$ cat src/rtl/intctrl.sv
// intctrl: collects level-sensitive device interrupt requests and presents
// them one at a time to the CPU over intrqst_o/intrdy_i. Once software has
// serviced the source (CMDACKINT), the device is released with a one-cycle
// low pulse on its intrdysrc_o line, then a short drain lets it drop its
// request before arbitration resumes.
// Optional build macro: INTCTRL_FIXEDPRIO_EN selects fixed lowest-index
// priority instead of round-robin and removes the rotating pointer.
module intctrl #(
  parameter int ARCHBITSZ   = 32,
  parameter int INTSRCCOUNT = 8,
  localparam int ADDRBITSZ  = ARCHBITSZ - $clog2(ARCHBITSZ/8)
) (
  input  logic                     clk_i,
  input  logic                     rst_i,
  input  logic [1:0]               pi1_op_i,
  input  logic [ADDRBITSZ-1:0]     pi1_addr_i,
  input  logic [ARCHBITSZ-1:0]     pi1_data_i,
  output logic [ARCHBITSZ-1:0]     pi1_data_o,
  input  logic [ARCHBITSZ/8-1:0]   pi1_sel_i,
  output logic                     pi1_rdy_o,
  output logic [ADDRBITSZ-1:0]     pi1_mapsz_o,
  output logic                     intrqst_o,
  input  logic                     intrdy_i,
  input  logic [INTSRCCOUNT-1:0]   intrqstsrc_i,
  output logic [INTSRCCOUNT-1:0]   intrdysrc_o
);

  localparam int IW = (INTSRCCOUNT > 1) ? $clog2(INTSRCCOUNT) : 1;

  typedef enum logic [1:0] {
    IDLE    = 2'd0,
    PENDING = 2'd1,
    SERVICE = 2'd2,
    DRAIN   = 2'd3
  } state_t;

  state_t                   state_q, state_d;
  logic [INTSRCCOUNT-1:0]   en_q, en_d;
  logic [INTSRCCOUNT-1:0]   rdysrc_q, rdysrc_d;
  logic [IW-1:0]            srcidx_q, srcidx_d;
  logic                     rqst_q, rqst_d;
  logic [ARCHBITSZ-1:0]     data_q, data_d;
  logic [1:0]               drain_q, drain_d;
`ifndef INTCTRL_FIXEDPRIO_EN
  logic [IW-1:0]            ptr_q, ptr_d;
`endif

  logic [INTSRCCOUNT-1:0]   active;
  logic [IW-1:0]            sel;
  logic                     is_rw;
  logic                     cmd_ack;
  logic [ARCHBITSZ-1:0]     rd_word;
  logic                     unused_ok;

  assign active    = intrqstsrc_i & en_q;
  assign is_rw     = (pi1_op_i == 2'b11);
  assign cmd_ack   = is_rw & ~pi1_data_i[ARCHBITSZ-1];

  assign pi1_rdy_o   = 1'b1;
  assign pi1_mapsz_o = ADDRBITSZ'((ARCHBITSZ < 64) ? (64 / ARCHBITSZ) : 1);
  assign pi1_data_o  = data_q;
  assign intrqst_o   = rqst_q;
  assign intrdysrc_o = rdysrc_q;

  // Address, byte selects and high argument bits carry no meaning here.
  assign unused_ok = ^{pi1_addr_i, pi1_sel_i, pi1_data_i};

  // Pick the winning source: scan downward so the lowest offset wins last.
  always_comb begin
    logic [IW-1:0] cand;
    int            idx;
    sel  = '0;
    cand = '0;
    idx  = 0;
    for (int i = INTSRCCOUNT - 1; i >= 0; i--) begin
`ifdef INTCTRL_FIXEDPRIO_EN
      idx = i;
`else
      idx = int'(ptr_q) + i;
      if (idx >= INTSRCCOUNT) idx = idx - INTSRCCOUNT;
`endif
      cand = IW'(idx);
      if (active[cand]) sel = cand;
    end
  end

  // Status word for RD: state in the top two bits, active sources at the bottom.
  always_comb begin
    rd_word = '0;
    rd_word[INTSRCCOUNT-1:0] = active;
    rd_word[ARCHBITSZ-1:ARCHBITSZ-2] = state_q;
  end

  // Next-state logic for the handshake FSM and the software port.
  always_comb begin
    state_d  = state_q;
    en_d     = en_q;
    rdysrc_d = '1;
    srcidx_d = srcidx_q;
    rqst_d   = rqst_q;
    data_d   = data_q;
    drain_d  = drain_q;
`ifndef INTCTRL_FIXEDPRIO_EN
    ptr_d    = ptr_q;
`endif

    // Software port; the enable write takes effect after this cycle's arbitration.
    case (pi1_op_i)
      2'b10: data_d = rd_word;
      2'b11: begin
        if (pi1_data_i[ARCHBITSZ-1]) begin
          en_d   = pi1_data_i[INTSRCCOUNT-1:0];
          data_d = ARCHBITSZ'(INTSRCCOUNT);
        end else if (state_q == SERVICE) begin
          data_d = ARCHBITSZ'(srcidx_q);
        end else begin
          data_d = '1;
        end
      end
      default: ;
    endcase

    case (state_q)
      IDLE: begin
        if (|active) begin
          srcidx_d = sel;
          rqst_d   = 1'b1;
          state_d  = PENDING;
        end
      end
      PENDING: begin
        if (!intrdy_i) begin
          rqst_d  = 1'b0;
          state_d = SERVICE;
        end
      end
      SERVICE: begin
        if (cmd_ack) begin
          rdysrc_d[srcidx_q] = 1'b0;
          drain_d            = 2'd0;
          state_d            = DRAIN;
        end
      end
      DRAIN: begin
        // First DRAIN cycle carries the release pulse; two more let the device settle.
        if (drain_q == 2'd2) begin
          state_d = IDLE;
`ifndef INTCTRL_FIXEDPRIO_EN
          ptr_d = (srcidx_q == IW'(INTSRCCOUNT - 1)) ? '0 : srcidx_q + IW'(1);
`endif
        end else begin
          drain_d = drain_q + 2'd1;
        end
      end
      default: state_d = IDLE;
    endcase
  end

  // State registers; reset also cuts any release pulse short.
  always_ff @(posedge clk_i or posedge rst_i) begin
    if (rst_i) begin
      state_q  <= IDLE;
      en_q     <= '0;
      rdysrc_q <= '1;
      srcidx_q <= '0;
      rqst_q   <= 1'b0;
      data_q   <= '0;
      drain_q  <= 2'd0;
`ifndef INTCTRL_FIXEDPRIO_EN
      ptr_q    <= '0;
`endif
    end else begin
      state_q  <= state_d;
      en_q     <= en_d;
      rdysrc_q <= rdysrc_d;
      srcidx_q <= srcidx_d;
      rqst_q   <= rqst_d;
      data_q   <= data_d;
      drain_q  <= drain_d;
`ifndef INTCTRL_FIXEDPRIO_EN
      ptr_q    <= ptr_d;
`endif
    end
  end

endmodule

$ cat config.mk
export PLATFORM = sky130hd
export DESIGN_NAME = intctrl
export DESIGN_NICKNAME = d
export VERILOG_FILES = /design/src/rtl/intctrl.sv
export SDC_FILE = /design/constraint.sdc
export NUM_CORES = 1
export LEC_CHECK = 0
export ABC_AREA = 1
export CELL_PAD_IN_SITES_DETAIL_PLACEMENT = 0
export CELL_PAD_IN_SITES_GLOBAL_PLACEMENT = 1
export CORE_AREA = 3 3 103 105
export DETAILED_ROUTE_END_ITERATION = 8
export DIE_AREA = 0 0 106 108
export PLACE_DENSITY_LB_ADDON = 0.1
export SLEW_MARGIN = 15
export SYNTH_ARGS = -nofsm -noshare
export SYNTH_HDL_FRONTEND = slang
export SYNTH_SLANG_ARGS = --single-unit
$ cat constraint.sdc
create_clock -name clk_i -period 3.55 [get_ports clk_i]
set_clock_uncertainty 0.15 [all_clocks]
set_input_delay 0.355 -clock clk_i [delete_from_list [all_inputs] [get_ports clk_i]]
set_output_delay 0.355 -clock clk_i [all_outputs]
set_load 0.03 [all_outputs]
## Word-level counts from Yosys, hierarchy flattened

Index checks and enable logic that the tools add are counted.

| cells by class | value |
|---|---|
| reductions and logical operators | 12 |
| $add $sub $neg | 17 |
| bitwise gates (word level) | 4 |
| mux-type cells | 51 |
| order comparisons | 18 |
| equal/unequal tests | 12 |

Operators with widths:

| cell | number |
|---|---|
| $mux 32 | 2 |
| $pmux 32 s2 | 1 |
| $mux 3 | 17 |
| $lt 3x4->1 const B | 9 |
| $ge 4x4->1 const B | 7 |
| $bmux 1 s3 | 8 |
| $sub 3x1->3 const B | 8 |
| $add 3x3->4 const B | 4 |
| $mux 8 | 2 |
| $mux 2 | 6 |
| $mux 1 | 11 |
| $eq 2x2->1 const B | 5 |
| $ne 2x2->1 const B | 5 |
| $add 3x2->4 const B | 2 |
| $and 8x8->8 | 1 |
| $not 8->8 | 1 |
| $pmux 2 s4 | 1 |
| $reduce_or 8->1 | 1 |
| $reduce_and 2->1 | 3 |
| $reduce_and 3->1 | 2 |
| $reduce_bool 2->1 | 3 |
| $add 3x1->4 const B | 1 |
| $ge 3x4->1 const B | 1 |
| $pmux 2 s2 | 1 |
| 12 further kinds | 12 |

| word-level totals | value |
|---|---|
| logic and storage cells | 122 |
| output and inout bits | 72 |
| flip-flop bits (word level) | 59 |
| input port bits | 79 |

## Logic depth before layout (Yosys ltp)

Gate-level depths: netlist of run 1.

| logic depth | value |
|---|---|
| depth in word-level cells | 13 |
| mapped depth | 19 |
| gate-level depth less buffers | 16 |

## Worst setup path after synthesis of run 1

No wires, ideal clock.

| timing | value |
|---|---|
| path kind | reg2reg |
| start point | reg ptr_q[0] |
| end point | reg srcidx_q[1] |
| period minus slack after synthesis | 2.257 ns |
| cell stages (with the launch flop) | 18 |
| slack | 1.293 ns |
| setup time | 0.116 ns |
| required time | 3.284 ns |
| path buffers | 3 |
| arrival | 1.991 ns |
| path through | dfrtp_1 > buf_6 > inv_6 > buf_12 > ha_1 > buf_6 > inv_1 > nand3_2 > nand3_2 > nand2_4 > a21oi_1 > nand3_1 > nand2_1 > nand2_1 > nand2_1 > nand2_1 > nand2_1 > nand2_1 |

| on the way | value |
|---|---|
| word-level cells in the longest chain between the ends | 13 |
| elaborated cells between the ends (all ways) | 55 |
| classes of those cells | add/sub (15); order compare (8); mux (32) |

RTL lines:

| element | line | source |
|---|---|---|
| start: declaration | 45 | `logic [IW-1:0] ptr_q, ptr_d;` |
| start signal: assignment | 181 | `ptr_q <= ptr_d;` |
| $add 3x3->4 | 79 | `idx = int'(ptr_q) + i;` |
| $ge 4x4->1 / $sub 3x1->3 (equally long branches) | 80 | `if (idx >= INTSRCCOUNT) idx = idx - INTSRCCOUNT;` |
| $mux 3 | 80 |  |
| $bmux 1 s3 | 83 | `if (active[cand]) sel = cand;` |
| $mux 1 (implied by the code) | 83 |  |
| $mux 3 (7 in series) | 83 |  |
| $mux 3 * | 83 |  |
| end signal: assignment | 176 | `srcidx_q <= srcidx_d;` |
| end: declaration | 40 | `logic [IW-1:0] srcidx_q, srcidx_d;` |

Mark *: on every way between the ends. The rest lies on a longest branch, timed or not. The select of a mux whose other input is x is not followed.
A chain may end at the register's enable or synchronous reset.

## Worst setup path after layout of run 1

| timing | value |
|---|---|
| start point | reg ptr_q[1] |
| end point | reg srcidx_q[1] |

The elaborated chain is that of the path after synthesis.

==> flow_summary.toml, run 1 <==
[sta]
totalNegativeSetupSlack_ns = 0
setup_viol = 0
hold_viol = 0
relSlewSlack_pct = 56.4
fin_crit_ns = 2.78
fmax_ghz = 0.360
slew_violations = 0
rsz0062_at_grt = "no"
tightest_slew_ns = 0.652
timing.final.crit_share_pct = 78.2

[power]
total_power_mw = 2.94
seqPwrFrac_pct = 22.5
intPower_mw = 1.48
p_leak_nw = 1.72
p_comb_share_pct = 62.1
p_sw_share_pct = 49.7
clockPowerShare_pct = 15.4
switching_power_mw = 1.46
peakVddDrop_mv = 0.219
power_density_mw_per_mm2 = 819

[global_routing]
grt_remaining_overflow = 0
antenna_found_initial = 0
grtUsageTotal_pct = 13.0
grt_pass1_vias = 2287
grt_pass1_wl_mm = 11.8
grt_max_degree = 39

[run]
maxCapViolations = 0

[yosys]
synth_most_common_cell = "nand2_1"
ys_async_sr_fraction_pct = 100
synth-edff-count = 0
synthCells = 368
synth_area_leaders = "dfrtp_1, buf_4, nand2_1, dfstp_2, nand3_4"
synth_cell_types = 35
synth_warnings = 0
ys_ff_latch = 38
synth_flop_cell = "dfrtp_1"
syn_area_sq_mm = 0.00300
synth_commonest_cells = "nand2_1, buf_4, inv_1"
yosys.area.top_type = "dfrtp_1"
ys_seq_area_share_pct = 32.1
synth.top_cell.area_share_pct = 25.0
synth.avg_cell_area_sq_um = 8.15

[worst_setup_path]
end_kind = "register"
path_common_cell = "nand2_1"
worst_path_max_delay_cell = "dfrtp_1"
critPathKind = "reg2reg"
required_ns = 3.60
crit_path_max_fanout = 9
slowest_delay_ns = 0.60
crit_chain = "inv_2 > ha_1 > inv_1 > nand3_2 > nand3_2 > nand2_4 > nor2_1 > nand2_1 > nand3_1 > nand2_1 > nand2_1 > nand2_1 > nand2_1 > nand2_1 > nand2_1"
critPathLaunchType = "register"
critical_path_arrival_ns = 2.82

[drt]
drt_iter0_drc = 57
drc = 0
wl_mm = 7.23
wl_per_cell_um = 13.3
dr.pass1.iters = 4
detail-route-antenna-nets = 0
viasPerCell = 4.25
vias = 2313

[die]
die_w_um = 106
core_area_sq_mm = 0.00973
die_area_sq_mm = 0.0114
rows = 36
start_util_pct = 30.8
ios = 151
die_h_um = 108

[cells_and_area]
layout.nets = 499
postLayoutCellArea_sq_mm = 0.00359
n_antenna_cell = 0
syn_to_final_growth_pct = 19.6
n_fill_cell = 1089
drive_gt1_share_pct = 15.8

[clock_tree]
worstSkewPairLatency_ns = 0.30
cts-resized-gates = 0
clkSlewWorstSetupHoldPaths_ns = 0.08
cts_max_level = 2
cts_root_buf = "clkbuf_8"
numCtsBuffers = 5
post_cts_buffers = 0
holdBufCountCts = 0
cts_tree = "built"
cts.sinks = 38
cts_buffer_depth = 2

[place]
gp_congestion = 0.806
dpl-instance-area_sq_mm = 0.00345
hpwl_mm = 5.74
io_buffers = 62

[hold_path]
hold_path_class = "in2async"

[run_status]
status = "complete, no violations"
-- worst max-delay path: cells and delay by family (launching register included) --
kind | cells | cell delay [ns]
adders and majority gates | 1 | 0.59
buffers and inverters | 2 | 0.47
DFF | 1 | 0.60
and+or+nand+nor | 12 | 0.85
-- placed cells by master (no fill, tap or decap), drive strengths merged --
| cell type | synthesis | layout |
|---|---|---|
| a211oi | 1 | 1 |
| clkinv | 0 | 1 |
| inv | 44 | 44 |
| mux2 | 8 | 8 |
| nand3 | 50 | 50 |
| o211ai | 1 | 1 |
| ha | 10 | 10 |
| xor2 | 1 | 1 |
| xnor2 | 2 | 2 |
| nor2 | 25 | 25 |
| nor4 | 1 | 1 |
| a22oi | 1 | 1 |
| nor3 | 3 | 3 |
| clkbuf | 0 | 5 |
| dfrtp | 30 | 30 |
| bufinv | 0 | 2 |
| dfstp | 8 | 8 |
| a31oi | 3 | 3 |
| a21oi | 15 | 15 |
| clkdlybuf4s50 | 0 | 62 |
| conb | 2 | 31 |
| o21ai | 9 | 9 |
| o22ai | 1 | 1 |
| nand2 | 94 | 94 |
| o31ai | 1 | 1 |
| buf | 58 | 2 |
-- path summary, 6_finish.rpt --
| path | startpoint | end | slack, ns | depth (start not counted) |
|---|---|---|---|---|
| worst max-delay path | ptr_q[1]$_DFFE_PP0P_ | srcidx_q[1]$_DFFE_PP0P_ | 0.77 | 15 |
| worst min-delay path | rst_i | srcidx_q[2]$_DFFE_PP0P_ | 0.32 | 3 |
| worst max register to register | ptr_q[1]$_DFFE_PP0P_ | srcidx_q[1]$_DFFE_PP0P_ | 0.77 | 15 |
| worst min register to register | pi1_data_o[0]$_DFFE_PP0P_ | pi1_data_o[0]$_DFFE_PP0P_ | 0.36 | 2 |
| max in group asynchronous | rst_i | intrdysrc_o[0]$_DFF_PP1_ | 2.57 | 3 |
| min in group clk_i | pi1_data_o[0]$_DFFE_PP0P_ | pi1_data_o[0]$_DFFE_PP0P_ | 0.36 | 2 |
-- final cells by class --
class / instances / area [sq um] / share of cell area (%)
multi-input cells: 257 / 1520 / 42.3
flip-flops and latches: 38 / 961 / 26.8
repair buffers: 64 / 636 / 17.7
inverters: 44 / 170 / 4.75
well taps: 133 / 166 / 4.64
clock buffers: 5 / 68.8 / 1.92
clock inverters: 3 / 68.8 / 1.92
-- metal layers --
metal / track usage (%) / vias to the layer above / wire length [um]
li1: - / 1176 / -
met1: 16.8 / 1077 / 3370
met2: 21.7 / 58 / 3390
met3: 4.24 / 2 / 448
met4: 1.94 / 0 / 21
met5: 0 / - / 0
-- power by group through the flow --
stage               logic, mW  clock network [mW]  registers (mW)
floorplan                1.53                   0           0.672
global placement         1.84                   0           0.673
detailed placement       1.85                   0           0.673
CTS                      1.85               0.468           0.666
global route             2.08               0.487           0.684
finish                   1.82               0.452           0.661
-- per-stage QoR --
stage	hold WS (ns)	setup slack (ns)	util [%]	instances
2_1_floorplan	0.330	1.29	-	397
3_3_place_gp	0.332	0.741	35.4	536
3_5_place_dp	0.326	0.746	35.4	536
4_1_cts	0.342	0.734	36.9	544
5_1_grt	0.363	0.501	36.9	544
6_report	0.322	0.773	36.9	544
-- cell families after synthesis --
logic type / Yosys count / synth area share [%]
buffers and inverters: 102 / 21.0
muxes: 8 / 3.01
other: 2 / 0.251
DFF: 38 / 32.1
xor gates and xnor gates: 3 / 2.00
AOI/OAI and AO/OA: 32 / 6.09
adders and majority gates: 10 / 4.17
and+or+nand+nor: 173 / 31.4
-- flip-flops by register name, summed over array words and instances (netlist names) --
signal,cells
pi1_data_o,11
en_q,8
state_q,2
intrqst_o,1
srcidx_q,3
drain_q,2
intrdysrc_o,8
ptr_q,3
Note: power is estimated with default switching activity, not from simulation.
==> run 2: changes to the inputs <==
--- a/config.mk
+++ b/config.mk
@@ -8,9 +8,9 @@
 export ABC_AREA = 1
 export CELL_PAD_IN_SITES_DETAIL_PLACEMENT = 0
 export CELL_PAD_IN_SITES_GLOBAL_PLACEMENT = 1
-export CORE_AREA = 3 3 103 105
+export CORE_AREA = 3 3 108 110
 export DETAILED_ROUTE_END_ITERATION = 8
-export DIE_AREA = 0 0 106 108
+export DIE_AREA = 0 0 111 113
 export PLACE_DENSITY_LB_ADDON = 0.1
 export SLEW_MARGIN = 15
 export SYNTH_ARGS = -nofsm -noshare
==> constraint.sdc (replaced) <==
create_clock -name clk_i -period 2.6 [get_ports clk_i]
set_clock_uncertainty 0.15 [all_clocks]
set_input_delay 0.26 -clock clk_i [delete_from_list [all_inputs] [get_ports clk_i]]
set_output_delay 0.26 -clock clk_i [all_outputs]
set_load 0.03 [all_outputs]
==> run 2 against run 1 <==
Compared with the run above: global-route usage fell by 0.87 points; worst setup slack got worse by 0.38 ns; largest power group unchanged; sequential cell count did not move; non-clock buffer count up 6; first-iteration DRC count increased by 18%; core utilization is 3.1 points lower; via count down 0.48%; clock power increased by 36%.
==> flow_summary.toml, run 2 (synthesis results as in run 1) <==
[worst_setup_path]
critical_path_arrival_ns = 1.80
required_ns = 2.19
critPathKind = "reg2out"
worst-path-buf-inv = 1
critPathLaunchType = "register"
slowest_delay_ns = 0.79
worst_path_max_delay_cell = "clkdlybuf4s50_1"
r2r-start = "ptr_q[0]$_DFFE_PP0P_"
end_kind = "output port"
cp_top_family = "buffers and inverters"
crit_path_max_fanout = 23
startpoint = "pi1_data_o[29]$_DFFE_PP0P_"
crit_chain = "clkdlybuf4s50_1"

[sta]
fmax_ghz = 0.453
relSlewSlack_pct = 61.6
totalNegativeSetupSlack_ns = 0
slew_violations = 0
tightest_slew_ns = 0.577
rsz0062_at_grt = "no"
hold_viol = 0
fin_crit_ns = 2.21
timing.final.crit_share_pct = 84.9
setup_viol = 0

[clock_tree]
cts_root_buf = "clkbuf_8"
worstSkewPairLatency_ns = 0.29
cts-resized-gates = 0
cts_tree = "built"
post_cts_buffers = 0
cts_max_level = 2
holdBufCountCts = 0
cts.sinks = 38
cts_buffer_depth = 2
numCtsBuffers = 5
clkSlewWorstSetupHoldPaths_ns = 0.08

[cells_and_area]
final_common_cell = "nand2_1"
n_fill_cell = 1195
final_cell_mix = "nand2_1, clkdlybuf4s50_1, inv_1"
multiInputGateArea_sq_mm = 0.00152
largest_reg_flops = 11
drive_gt1_share_pct = 17.0
syn_to_final_growth_pct = 21.4
postLayoutCellArea_sq_mm = 0.00364
seq_area_sq_um = 961
layout.nets = 505
n_antenna_cell = 0

[place]
io_buffers = 62
gp_congestion = 0.779
dpl-instance-area_sq_mm = 0.00350
hpwl_mm = 5.97

[die]
die_w_um = 111
start_util_pct = 27.8
ios = 151
die_area_sq_mm = 0.0125
rows = 38
die_h_um = 113
core_area_sq_mm = 0.0108

[global_routing]
grtUsageTotal_pct = 12.1
antenna_found_initial = 0
grt_pass1_vias = 2342
grt_remaining_overflow = 0
grt_max_degree = 39
grt_pass1_wl_mm = 12.3

[hold_path]
hold_path_class = "in2async"

[drt]
drc = 0
viasPerCell = 4.13
detail-route-antenna-nets = 0
vias = 2302
wl_mm = 7.52
wl_per_cell_um = 13.5
dr.pass1.iters = 4
drt_iter0_drc = 67

[power]
p_leak_nw = 1.75
power_density_mw_per_mm2 = 1120
peakVddDrop_mv = 0.285

[run_status]
status = "complete, no violations"

[run]
maxCapViolations = 0
## run 2: path summary, 6_finish.rpt
kind                                             endpoint  slack [ns]  depth (start not counted)
max in group asynchronous             en_q[5]$_DFFE_PP0P_        1.71                          3
worst min-delay path              srcidx_q[1]$_DFFE_PP0P_        0.23                          3
min in group clk_i              pi1_data_o[3]$_DFFE_PP0P_        0.34                          2
worst max register to register    srcidx_q[1]$_DFFE_PP0P_        0.44                         14
worst min register to register  pi1_data_o[3]$_DFFE_PP0P_        0.34                          2
worst max-delay path                       pi1_data_o[25]        0.39                          1
## run 2: stage by stage
stage / utilization (%) / hold WS [ns] / total power [mW] / setup slack (ns) / cells
2_1_floorplan: - / 0.261 / 3.00 / 0.343 / 397
3_3_place_gp: 32.4 / 0.321 / 3.50 / 0.353 / 549
3_5_place_dp: 32.4 / 0.328 / 3.50 / 0.358 / 549
4_1_cts: 33.7 / 0.247 / 4.14 / 0.356 / 557
5_1_grt: 33.7 / 0.327 / 4.50 / 0.245 / 557
6_report: 33.7 / 0.234 / 4.07 / 0.393 / 557
## run 2: power by group
part	switching (mW)	internal (mW)	total, mW
clock	0.230	0.385	0.615
combinational	1.63	0.946	2.57
sequential	0.159	0.726	0.885
## run 2: tightest hold or removal path, delay by kind of cell
kind                   cells  cell delay, ns
buffers and inverters      3            0.86
## run 2: per-layer routing
| metal | up-vias | track usage (%) | share of wire (%) |
|---|---|---|---|
| met5 | - | 0 | 0 |
| met4 | 0 | 2.46 | 0.64 |
| met3 | 2 | 2.51 | 4.3 |
| met2 | 55 | 20.7 | 48 |
| met1 | 1065 | 15.9 | 47 |
| li1 | 1180 | - | - |
## run 2: area by class of cell
| cell class | instances | area share (%) |
|---|---|---|
| tap | 140 | 4.81 |
| clock inverter | 3 | 1.89 |
| sequential | 38 | 26.4 |
| inverter | 44 | 4.68 |
| multi-input combinational | 257 | 41.6 |
| clock buffer | 5 | 1.89 |
| timing repair buffer | 70 | 18.7 |
==> run 3: changes to the inputs <==
==> constraint.sdc (replaced) <==
create_clock -name clk_i -period 2.2 [get_ports clk_i]
set_clock_uncertainty 0.15 [all_clocks]
set_input_delay 0.22 -clock clk_i [delete_from_list [all_inputs] [get_ports clk_i]]
set_output_delay 0.22 -clock clk_i [all_outputs]
set_load 0.03 [all_outputs]
==> run 3 against run 2 <==
Compared with the run above: first-iteration DRC count decreased by 15%; sequential cell count unchanged; critical path type is now reg2reg; core utilization increased by 1.6 points; largest power group unchanged; global-route usage about the same.
==> flow_summary.toml, run 3 (synthesis results as in run 1) <==
[global_routing]
antenna_found_initial = 0
grt_max_degree = 39
grt_remaining_overflow = 0
grt_pass1_wl_mm = 12.1
grtUsageTotal_pct = 12.1
grt_pass1_vias = 2235

[power]
peakVddDrop_mv = 0.363
p_leak_nw = 1.82
power_density_mw_per_mm2 = 1320
total_power_mw = 5.05

[cells_and_area]
final_common_cell = "nand2_1"
n_antenna_cell = 0
layout.nets = 518
drive_gt1_share_pct = 21.9
final_cell_mix = "nand2_1, clkdlybuf4s50_1, inv_1"
largest_reg_flops = 11
syn_to_final_growth_pct = 27.0
postLayoutCoreUtil_pct = 35.3

[worst_setup_path]
end_kind = "register"
required_ns = 2.24
worst-path-buf-inv = 2
worst_path_max_delay_cell = "dfrtp_1"
critical_path_arrival_ns = 2.04
cp_top_family = "simple AND/OR/NAND/NOR gates"
r2r_slack_ns = 0.20
critPathKind = "reg2reg"
slowest_delay_ns = 0.43
critPathLaunchType = "register"
path_common_cell = "nand2_1"
crit_chain = "buf_4 > ha_2 > xnor2_4 > inv_2 > nand3_4 > nand2_4 > a21oi_2 > nand3_1 > nand2_1 > nand2_1 > nand2_1 > nand2_1 > nand2_1 > nand2_1"
crit_path_max_fanout = 4

[clock_tree]
cts_tree = "built"
holdBufCountCts = 0
cts.sinks = 38
numCtsBuffers = 5
cts_buffer_depth = 2
cts_max_level = 2
clkSlewWorstSetupHoldPaths_ns = 0.09
cts_root_buf = "clkbuf_8"
worstSkewPairLatency_ns = 0.29

[sta]
timing.final.crit_share_pct = 90.9
layout_setup_ws_ns = 0.199
slew_violations = 0
rsz0062_at_grt = "no"
setup_viol = 0
totalNegativeSetupSlack_ns = 0
timing.hold.ws_ns = 0.199
fmax_ghz = 0.500
fin_crit_ns = 2.00
hold_viol = 0

[die]
core_area_sq_mm = 0.0108
die_h_um = 113
die_w_um = 111
rows = 38
die_area_sq_mm = 0.0125
start_util_pct = 27.8
ios = 151

[drt]
drc = 0
wl_mm = 7.54
drt_iter0_drc = 57
viasPerCell = 4.13
detail-route-antenna-nets = 0
dr.pass1.iters = 4
vias = 2352
wl_per_cell_um = 13.2

[run]
maxCapViolations = 0

[hold_path]
hold_path_class = "in2async"

[place]
dpl_worst_slack_ns = 0.0618
hpwl_mm = 5.99
io_buffers = 62
gp_congestion = 0.776

[run_status]
status = "complete, no violations"
[run 3: per-stage QoR]
stage               std cells  cell area, sq um
floorplan                 397              3110
global placement          560              3600
detailed placement        560              3600
CTS                       568              3740
global route              570              3810
finish                    570              3810
[run 3: final cells by class]
cell class                      instances  area, sq um
Fill cell                            1147         6980
Multi-Input combinational cell        257         1570
Sequential cell                        38          962
Timing Repair Buffer                   83          795
Tap cell                              140          175
Inverter                               44          174
Clock buffer                            5         68.8
Clock inverter                          3         68.8
[run 3: where the power goes]
part / switching, mW / internal [mW]
clock: 0.286 / 0.455
combinational: 1.97 / 1.28
sequential: 0.193 / 0.859
total: 2.45 / 2.59
[run 3: worst register-to-register path, stage by stage, from the launching register on]
cell and delay [ns]:
dfrtp_1 0.43, buf_4 0.16, ha_2 0.21, xnor2_4 0.20
inv_2 0.08, nand3_4 0.09, nand2_4 0.07, a21oi_2 0.11
nand3_1 0.09, nand2_1 0.07, nand2_1 0.05, nand2_1 0.05
nand2_1 0.05, nand2_1 0.07, nand2_1 0.04
[run 3: final timing paths]
kind	end	depth (start not counted)	from
hold reg to reg	intrqst_o$_DFFE_PP0P_	2	intrqst_o$_DFFE_PP0P_
min in group clk_i	intrqst_o$_DFFE_PP0P_	2	intrqst_o$_DFFE_PP0P_
setup / recovery	srcidx_q[1]$_DFFE_PP0P_	14	ptr_q[0]$_DFFE_PP0P_
hold / removal	pi1_data_o[3]$_DFFE_PP0P_	3	rst_i
setup reg to reg	srcidx_q[1]$_DFFE_PP0P_	14	ptr_q[0]$_DFFE_PP0P_
max in group asynchronous	pi1_data_o[29]$_DFFE_PP0P_	3	rst_i
[run 3: per-layer routing]
layer / wire length [um] / track usage, % / share of wire (%) / vias up
met1: 3480 / 15.6 / 46 / 1092
met5: 0 / 0 / 0 / -
met4: 40 / 1.97 / 0.53 / 0
met2: 3650 / 20.7 / 48 / 49
met3: 370 / 3.21 / 4.9 / 4
li1: - / - / - / 1207
[run 3: what timing repair did]
item / 4_1_cts / 5_1_grt
gates resized for setup: 1 / 10
hold endpoints to repair: 0 / 0
endpoints found under the setup margin: 22 / 3
pin swaps: 0 / 1
setup buffers: 0 / 2
